**src/rtl/dmem_arb_pkg.sv**
```systemverilog
// Shared constants for the data-memory arbiter and the data memory block:
// port IDs, data width and the byte/word address split.
package dmem_arb_pkg;

   localparam int DBITS         = 32;
   localparam int DMEMADDRBITS  = 13;
   localparam int DMEMWORDBITS  = 2;
   localparam int DMEMINDEXBITS = DMEMADDRBITS - DMEMWORDBITS;

   // addr[31:28] value that marks memory-mapped I/O
   localparam logic [3:0] IO_BASE_NIBBLE = 4'hF;

   localparam logic PORT_A = 1'b0;
   localparam logic PORT_B = 1'b1;

   function automatic logic [DMEMINDEXBITS-1:0] word_index(input logic [DBITS-1:0] addr);
      return addr[DMEMADDRBITS-1:DMEMWORDBITS];
   endfunction

endpackage

```
**src/rtl/dmem_arbiter_rr_arb2.sv**
```systemverilog
// Two-way round-robin arbiter with bounded burst hold for requester B.
module rr_arb2
   import dmem_arb_pkg::*;
#(
   parameter int MAX_HOLD = 4
) (
   input  logic       clk,
   input  logic       reset,
   input  logic       i_req_a,
   input  logic       i_req_b,
   input  logic       i_lock_b,
   output logic [1:0] o_gnt,
   output logic       o_winner,
   output logic       o_valid
);

   localparam int CW = $clog2(MAX_HOLD + 1);

   logic          r_last;
   logic          r_b_prev;
   logic [CW-1:0] r_cnt;
   logic          w_hold;
   logic          w_gnt_a;
   logic          w_gnt_b;

   // Hold needs an actual B grant in the previous cycle, not just r_last == B,
   // so the reset value of r_last alone cannot start a burst.
   always_comb begin
      w_hold  = i_lock_b & r_b_prev & (r_cnt < CW'(MAX_HOLD));
      w_gnt_a = 1'b0;
      w_gnt_b = 1'b0;
      if (i_req_a & i_req_b) begin
         if ((r_last == PORT_A) || w_hold) w_gnt_b = 1'b1;
         else                              w_gnt_a = 1'b1;
      end else begin
         w_gnt_a = i_req_a;
         w_gnt_b = i_req_b;
      end
   end

   always_ff @(posedge clk) begin
      if (!reset) begin
         r_last   <= PORT_B;
         r_b_prev <= 1'b0;
         r_cnt    <= '0;
      end else begin
         r_b_prev <= w_gnt_b;
         if (w_gnt_a)      r_last <= PORT_A;
         else if (w_gnt_b) r_last <= PORT_B;
         if (w_gnt_b & r_b_prev & i_lock_b)
            r_cnt <= (r_cnt < CW'(MAX_HOLD)) ? r_cnt + CW'(1) : r_cnt;
         else
            r_cnt <= '0;
      end
   end

   assign o_gnt    = {w_gnt_b, w_gnt_a};
   assign o_winner = w_gnt_b ? PORT_B : PORT_A;
   assign o_valid  = w_gnt_a | w_gnt_b;

endmodule

```
**src/rtl/dmem_arbiter.sv**
```systemverilog
// Shares the single-port data memory between the CPU (A) and a DMA/debug host (B).
// Define DMEM_ARB_STATS_EN to add saturating grant/conflict counters.
module dmem_arbiter
   import dmem_arb_pkg::*;
#(
   parameter int DBITS    = dmem_arb_pkg::DBITS,
   parameter int MAX_HOLD = 4
) (
   input  logic             clk,
   input  logic             reset,
   input  logic             a_req,
   input  logic             a_we,
   input  logic [DBITS-1:0] a_addr,
   input  logic [DBITS-1:0] a_wdata,
   output logic             a_gnt,
   output logic             a_rvalid,
   output logic [DBITS-1:0] a_rdata,
   input  logic             b_req,
   input  logic             b_we,
   input  logic [DBITS-1:0] b_addr,
   input  logic [DBITS-1:0] b_wdata,
   output logic             b_gnt,
   output logic             b_rvalid,
   output logic [DBITS-1:0] b_rdata,
   input  logic             b_lock,
   output logic             mem_we,
   output logic [DBITS-1:0] mem_addr,
   output logic [DBITS-1:0] mem_wdata,
   input  logic [DBITS-1:0] mem_rdata,
   output logic             stall
`ifdef DMEM_ARB_STATS_EN
   ,
   output logic [31:0]      a_grants,
   output logic [31:0]      b_grants,
   output logic [31:0]      conflicts
`endif
);

   logic             w_a_req;
   logic             w_b_req;
   logic [1:0]       w_gnt;
   logic             w_winner;
   logic             w_any;
   logic [DBITS-1:0] r_addr_hold;
   logic [DBITS-1:0] r_wdata_hold;
   logic             r_ret_vld_p1;
   logic             r_ret_id_p1;

   // Requests are masked during reset so no grant or write strobe escapes.
   assign w_a_req = a_req & reset;
   assign w_b_req = b_req & reset;

   rr_arb2 #(.MAX_HOLD(MAX_HOLD)) u_arb (
      .clk      (clk),
      .reset    (reset),
      .i_req_a  (w_a_req),
      .i_req_b  (w_b_req),
      .i_lock_b (b_lock),
      .o_gnt    (w_gnt),
      .o_winner (w_winner),
      .o_valid  (w_any)
   );

   assign a_gnt = w_gnt[0];
   assign b_gnt = w_gnt[1];
   assign stall = a_req & ~a_gnt;

   always_comb begin
      mem_we    = 1'b0;
      mem_addr  = r_addr_hold;
      mem_wdata = r_wdata_hold;
      if (a_gnt) begin
         mem_we    = a_we;
         mem_addr  = a_addr;
         mem_wdata = a_wdata;
      end else if (b_gnt) begin
         mem_we    = b_we;
         mem_addr  = b_addr;
         mem_wdata = b_wdata;
      end
   end

   always_ff @(posedge clk) begin
      if (w_any) begin
         r_addr_hold  <= mem_addr;
         r_wdata_hold <= mem_wdata;
      end
   end

   // p0 -> p1: remember who issued a read; memory answers during p1
   always_ff @(posedge clk) begin
      if (!reset) begin
         r_ret_vld_p1 <= 1'b0;
         r_ret_id_p1  <= PORT_A;
      end else begin
         r_ret_vld_p1 <= w_any & ~mem_we;
         if (w_any) r_ret_id_p1 <= w_winner;
      end
   end

   assign a_rvalid = reset & r_ret_vld_p1 & (r_ret_id_p1 == PORT_A);
   assign b_rvalid = reset & r_ret_vld_p1 & (r_ret_id_p1 == PORT_B);
   assign a_rdata  = a_rvalid ? mem_rdata : '0;
   assign b_rdata  = b_rvalid ? mem_rdata : '0;

`ifdef DMEM_ARB_STATS_EN
   logic [31:0] r_a_grants;
   logic [31:0] r_b_grants;
   logic [31:0] r_conflicts;

   always_ff @(posedge clk) begin
      if (!reset) begin
         r_a_grants  <= '0;
         r_b_grants  <= '0;
         r_conflicts <= '0;
      end else begin
         if (a_gnt && (r_a_grants != '1))  r_a_grants  <= r_a_grants + 32'd1;
         if (b_gnt && (r_b_grants != '1))  r_b_grants  <= r_b_grants + 32'd1;
         if (w_a_req && w_b_req && (r_conflicts != '1))
            r_conflicts <= r_conflicts + 32'd1;
      end
   end

   assign a_grants  = r_a_grants;
   assign b_grants  = r_b_grants;
   assign conflicts = r_conflicts;
`endif

endmodule

```
**config.mk**
```make
export PLATFORM = sky130hd
export DESIGN_NAME = dmem_arbiter
export DESIGN_NICKNAME = d
export VERILOG_FILES = /design/src/rtl/dmem_arb_pkg.sv /design/src/rtl/dmem_arbiter_rr_arb2.sv /design/src/rtl/dmem_arbiter.sv
export SDC_FILE = /design/constraint.sdc
export NUM_CORES = 1
export LEC_CHECK = 0
export BUFFER_PORTS_ARGS = -buffer_cell sky130_fd_sc_hd__buf_2
export CORE_ASPECT_RATIO = 0.6
export CORE_MARGIN = 2
export CORE_UTILIZATION = 35
export DETAILED_ROUTE_END_ITERATION = 8
export PLACE_DENSITY = 0.72
export SYNTH_ARGS = -nofsm -noshare
export SYNTH_HDL_FRONTEND = slang
export SYNTH_SLANG_ARGS = --single-unit
```
**constraint.sdc**
```tcl
create_clock -name clk -period 3.1 [get_ports clk]
set_input_delay 0.62 -clock clk [delete_from_list [all_inputs] [get_ports clk]]
set_output_delay 0.62 -clock clk [all_outputs]
set_load 0.005 [all_outputs]
```
==> results of run 1 <==
==> routing by layer <==
metal / track usage, % / share of wire [%] / up-vias
li1: - / - / 2231
met1: 29.2 / 45 / 2350
met2: 34.2 / 45 / 257
met3: 5.72 / 9.0 / 16
met4: 3.24 / 0.70 / 2
met5: 0 / 0.067 / -
==> layout make-up <==
cell class              instances  area (µm²)
clock buffers                  12         246
multi-input cells             291        2400
inverters                       2        7.51
flip-flops and latches         71        2060
clock inverters                 4        22.5
fillers                      1170        6460
repair buffers                315        1640
well taps                     170         213
==> synth_stat cells (all sizes together) (2+ instances only) <==
cell,number
and2,65
a211oi,64
a22oi,64
edfxtp,64
o2bb2ai,64
buf,39
clkbuf,10
nand2,8
dfxtp,7
nor2,6
nor4,3
inv,2
nand2b,2
nand3,2
o21ai,2
==> worst max-delay path: stages (launching register included) <==
cell and delay (ps):
dfxtp_1 350, and3b_4 320, buf_4 460, a211oi_2 90, o2bb2ai_1 220, buf_2 160
==> sequential cells by signal, indices dropped and copies added, names as in the netlist <==
signal	count
r_ret_id_p1	1
u_arb.r_cnt	3
r_addr_hold	32
r_wdata_hold	32
r_ret_vld_p1	1
u_arb.r_b_prev	1
u_arb.r_last	1
==> kinds of logic (layout without fill, tap and decap cells) <==
family,Yosys count,in the layout
AO/OA/AOI/OAI,198,198
buffers and inverters,51,333
XOR/XNOR,1,1
multiplexers,1,1
AND/OR/NAND/NOR,90,90
flip-flops,71,71
adder cells (fa/ha/maj),1,1
==> per-stage QoR <==
stage | instance area, µm² | util [%] | total power, µW
finish | 6590 | 50.5 | 2810
global route | 6590 | 50.5 | 2950
CTS | 6590 | 50.5 | 2840
detailed placement | 6320 | 48.4 | 1880
global placement | 6320 | 48.4 | 1860
floorplan | 4750 | - | 1570
==> cells in the final DEF (no fill, tap or decap) <==
cell type   count
buf_4          13
o22ai_1         1
a211oi_1       14
nand2_1         7
and2_2          1
and3_1          1
o32ai_1         1
a22oi_1        64
clkbuf_8        1
nand3_1         2
inv_2           2
buf_12          2
o21ai_0         1
clkinvlp_4      1
o21ai_4         1
and3b_4         1
clkbuf_1        2
o2bb2ai_1      64
dfxtp_1         7
a211oi_2       50
nor4_1          3
xor2_1          1
clkbuf_16       9
mux2i_1         1
nand2b_1        2
and2_1         64
ha_1            1
buf_2         300
nand4b_1        1
a21oi_1         1
nand2_4         1
nor2_1          6
a21boi_0        1
and4_2          1
edfxtp_1       64
clkinv_2        3
==> power by group <==
part / internal [µW] / total (µW) / switching, µW
clock network: 560 / 942 / 382
registers: 1150 / 1200 / 49.3
logic: 304 / 665 / 361
total: 2020 / 2810 / 793
==> worst min path at each step <==
stage                                     to  slack, ps  depth (start not counted)
finish              r_ret_id_p1$_SDFFE_PN0P_        500                          2
global route        r_ret_id_p1$_SDFFE_PN0P_        520                          2
CTS                 r_ret_id_p1$_SDFFE_PN0P_        490                          2
detailed placement  r_ret_id_p1$_SDFFE_PN0P_        490                          2
global placement    r_ret_id_p1$_SDFFE_PN0P_        460                          2
floorplan           r_ret_id_p1$_SDFFE_PN0P_        450                          2
==> reports/metrics.yaml, run 1 <==
clock_tree:
  root_buffer: "clkbuf_16"
  clk_pin_slew_worst_paths_ps: 60
  hold_buffers: 0
  clock_path_buffers: 2
  htreeDepth: 3
  cts_num_sinks: 71
  worst_skew_pair.late_latency_ps: 320
  numCtsBuffers: 9
  post_cts_resized: 0
  cts_tree: "done"
  cts_setup_buffers: 0
sta:
  hold_viol: 0
  timing.setup.tns_ps: 0
  layout_setup_ws_ps: 503
  rsz0062_at_grt: "no"
  hold_ws_ps: 500
  slew_headroom_pct: 60.9
  finClkSkew_ps: 5.25
  period_needed_ps: 2600
  slew_viol_final: 0
  max_freq_ghz: 0.385
  worstMarginPinSlew_ps: 586
  setup_viol: 0
  fin_crit_sh_pct: 83.8
floorplanning:
  dieWidth_um: 154
  ios: 301
  core-area_um2: 13100
  die_h_um: 94.2
  start_util_pct: 36.4
  dieArea_um2: 14600
  num_rows: 32
place:
  portBuffers: 300
  place.gp.congestion: 0.904
  dp_cells: 849
  place_ws_ps: 535
  hpwl_um: 12000
yosys:
  yosys.area_share.simple_pct: 11.2
  ys.flop_type: "edfxtp_1"
  synth_compound_gate_area_share_pct: 38.1
  netlist_area_um2: 4750
  synthMuxAreaShare_pct: 0.211
  async_flop_share_pct: 0
  seq_area_frac_synth_pct: 43.4
  synthDistinctLibCells: 31
  synth_fp_nets: 581
  yosysWarnings: 0
  synthCells: 413
  synth_edf_count: 64
  ys_ff_latch: 71
  synth_top_area_share_pct: 40.5
  synth_top_family_by_area: "compound AO/OA/AOI/OAI gates"
  synth-xor-area-share_pct: 0.184
  syn-mean-instance-area_um2: 11.5
  synthAdderAreaFrac_pct: 0.263
  synthTopCellsByArea: "edfxtp_1 (40%), a211oi_2 (13%), o2bb2ai_1 (12%)"
  synth_top_cell_by_area: "edfxtp_1"
final_layout:
  num_antenna_cells: 0
  drive_gt1_share_pct: 55.5
  syn2layout_area_growth_pct: 38.7
  final_net_count: 858
  instances_no_fill: 865
critical_path:
  r2r-end: "u_arb.r_cnt[2]$_SDFFE_PN0N_"
  startpoint: "u_arb.r_cnt[2]$_SDFFE_PN0N_"
  r2r.worst_path.cells: 4
  critical_path_class: "flip-flop to output pin"
  reg2reg_slack_ps: 1390
  end_kind: "output pin"
  rr_startpoint: "u_arb.r_cnt[2]$_SDFFE_PN0N_"
  critPathRequiredTime_ps: 2480
  worst_ep_arrival_time_ps: 1980
  crit_end: "mem_addr[5]"
  worst_setup_path_start_kind: "flip-flop"
  cp_max_fo: 38
drt:
  final_antenna_net_count: 0
  routed_wl_um: 16400
  first_pass_iters: 5
  vias_per_cell: 5.61
  wl_per_cell_um: 19.0
  vias: 4856
  drtIter0Drc: 450
  drc: 0
grt:
  antenna_found_initial: 2
  grt_overflow: 0
  grt_start_max_net_pins: 52
  grt_pass1_vias: 4579
  grt_pass1_wl_um: 24500
  track_usage_pct: 21.2
pwr:
  p_leak_uw: 0.00290
  power_density_nw_per_um2: 426
  peakVddDrop_v: 0.000222
worst_hold_path:
  hold_path.class: "flip-flop to flip-flop"
  hold_start: "r_ret_id_p1$_SDFFE_PN0P_"
outcome:
  status: "finished, final reports clean"
run:
  drv_cap: 0
No activity file was read; power rests on OpenSTA's default activity.
==> run 2: changes to the inputs <==
==> constraint.sdc (replaced) <==
create_clock -name clk -period 2.5 [get_ports clk]
set_input_delay 0.5 -clock clk [delete_from_list [all_inputs] [get_ports clk]]
set_output_delay 0.5 -clock clk [all_outputs]
set_load 0.005 [all_outputs]
==> reports/metrics.yaml, run 2 (synthesis results as in run 1) <==
critical_path:
  startpoint: "u_arb.r_cnt[2]$_SDFFE_PN0N_"
  cpLargestDelayFamily: "simple AND/OR/NAND/NOR gates"
  crit_buf_inv: 2  # unchanged
  cp_max_fo: 26  # -32%
  worst_setup_path_start_kind: "flip-flop"
  cp_slowest_cell: "and3b_4"
  end_kind: "output pin"
  rr_startpoint: "u_arb.r_cnt[2]$_SDFFE_PN0N_"
  critPathMaxStageDelay_ps: 460  # about the same
  worst_ep_arrival_time_ps: 1900  # -80 ps
  path_cells: "and3b_4, buf_12, a211oi_2, o2bb2ai_1, buf_2"
  critPathRequiredTime_ps: 2000  # -480 ps
  critical_path_class: "flip-flop to output pin"
grt:
  track_usage_pct: 21.5  # +0.33 points
  grt_pass1_wl_um: 24900  # +1.6%
  grt_overflow: 0  # unchanged
  grt_pass1_vias: 4749  # +3.7%
  antenna_found_initial: 0  # -2
  grt_start_max_net_pins: 49  # -5.8%
final_layout:
  num_antenna_cells: 0  # unchanged
  instances_no_fill: 867  # +0.23%
  final_net_count: 860  # +0.23%
  regArea_um2: 2060  # unchanged
  final_common_cell: "buf_2"
  syn2layout_area_growth_pct: 42.7
  fill_cells: 1170  # unchanged
  multi_input_area_um2: 2400  # unchanged
  final_cell_mix: "buf_2 (300), a22oi_1 (64), o2bb2ai_1 (64), and2_1 (64), edfxtp_1 (64)"
  reg_top3: "r_addr_hold x32, r_wdata_hold x32, u_arb.r_cnt x3"
  drive_gt1_share_pct: 55.7  # +0.13 points
sta:
  max_freq_ghz: 0.417
  finClkSkew_ps: 6.38  # +1.13 ps
  fin_crit_sh_pct: 95.9
  rsz0062_at_grt: "no"
  timing.setup.tns_ps: 0  # unchanged
  slew_headroom_pct: 59.0  # -1.9 points
  period_needed_ps: 2400
  slew_viol_final: 0  # unchanged
  worstMarginPinSlew_ps: 615  # +28.8 ps
  hold_viol: 0  # unchanged
  setup_viol: 0  # unchanged
pwr:
  p_sw_uw: 1010  # +27%
  p_leak_uw: 0.00298  # +2.5%
  clkPwrFrac_pct: 38.3  # +4.8 points
  peakVddDrop_v: 0.000289  # +30%
  seqPwrFrac_pct: 39.2  # -3.6 points
  p_comb_share_pct: 22.5  # -1.2 points
  power_density_nw_per_um2: 561  # +32%
  sw_frac_of_total_pct: 26.5  # -1.7 points
  internal-power_uw: 2790  # +39%
drt:
  drc: 0  # unchanged
  final_antenna_net_count: 0  # unchanged
  vias: 4829  # -0.56%
  wl_per_cell_um: 19.4  # +2.4%
  routed_wl_um: 16800  # +2.6%
  drtIter0Drc: 316  # -30%
  vias_per_cell: 5.57  # -0.79%
  first_pass_iters: 5  # unchanged
clock_tree:
  clk_pin_slew_worst_paths_ps: 60  # about the same
  post_cts_resized: 0  # unchanged
  root_buffer: "clkbuf_16"
  cts_setup_buffers: 0  # unchanged
  clock_path_buffers: 2  # unchanged
  htreeDepth: 3  # unchanged
  numCtsBuffers: 9  # unchanged
  cts_tree: "done"
  cts_num_sinks: 71  # unchanged
  worst_skew_pair.late_latency_ps: 320  # about the same
floorplanning:
  core-area_um2: 13100  # unchanged
  dieArea_um2: 14600  # unchanged
  start_util_pct: 36.4  # unchanged
  dieWidth_um: 154  # unchanged
  ios: 301  # unchanged
  die_h_um: 94.2  # unchanged
  num_rows: 32  # unchanged
outcome:
  status: "finished, final reports clean"
run:
  drv_cap: 0  # unchanged
place:
  hpwl_um: 12100  # +0.72%
  place.gp.congestion: 0.847  # -6.3%
  dp_cells: 850  # +0.12%
  portBuffers: 300  # unchanged
worst_hold_path:
  hold_start: "b_we"
  hold_path.class: "input pin to flip-flop"
[run 2: path summary, 6_finish.rpt]
check                                            endpoint  slack, ps  depth (start not counted)
worst min register to register   r_ret_id_p1$_SDFFE_PN0P_        490                          2
worst max register to register  r_addr_hold[19]$_DFFE_PP_        900                          4
worst min-delay path              r_ret_vld_p1$_SDFF_PN0_        400                          2
worst max-delay path                         mem_addr[19]        100                          5
[run 2: power groups by stage]
stage | Clock, µW | Sequential (µW) | Combinational [µW]
2_1_floorplan | 0 | 1500 | 450
3_3_place_gp | 0 | 1510 | 825
3_5_place_dp | 0 | 1510 | 849
4_1_cts | 1500 | 1490 | 853
5_1_grt | 1540 | 1500 | 933
6_report | 1460 | 1490 | 854
[run 2: area by class of cell]
| cell class | instances | share of cell area (%) |
|---|---|---|
| Inverter | 2 | 0.166 |
| Tap cell | 170 | 3.14 |
| Multi-Input combinational cell | 291 | 35.4 |
| Clock buffer | 9 | 3.32 |
| Sequential cell | 71 | 30.4 |
| Clock inverter | 7 | 1.64 |
| Timing Repair Buffer | 317 | 25.9 |
[run 2: stage by stage]
| stage | hold WS (ps) | util [%] | area, µm² | power (µW) | worst slack [ps] |
|---|---|---|---|---|---|
| floorplan | 445 | - | 4750 | 1950 | 137 |
| CTS | 381 | 51.8 | 6760 | 3840 | 109 |
| global placement | 470 | 49.2 | 6420 | 2330 | 319 |
| detailed placement | 468 | 49.2 | 6420 | 2360 | 274 |
| global route | 380 | 51.9 | 6780 | 3980 | 8.88 |
| finish | 398 | 51.9 | 6780 | 3800 | 102 |
[run 2: routing by layer]
layer | GRT usage (%) | part of all wire (%)
met1 | 29.6 | 47
met2 | 34.7 | 46
met3 | 5.07 | 6.3
met4 | 4.63 | 0.61
met5 | 0 | 0
[run 2: worst register-to-register path, stage by stage, from the launching register on]
cell and delay [ps]:
dfxtp_1 360, and3b_4 460, buf_12 260, a211oi_2 90, o2bb2ai_1 240
[run 2: timing repair]
| action | in CTS | in global routing |
|---|---|---|
| hold buffers | 0 | 0 |
| endpoints found under the hold margin | 0 | 0 |
| endpoints found under the setup margin | 0 | 1 |
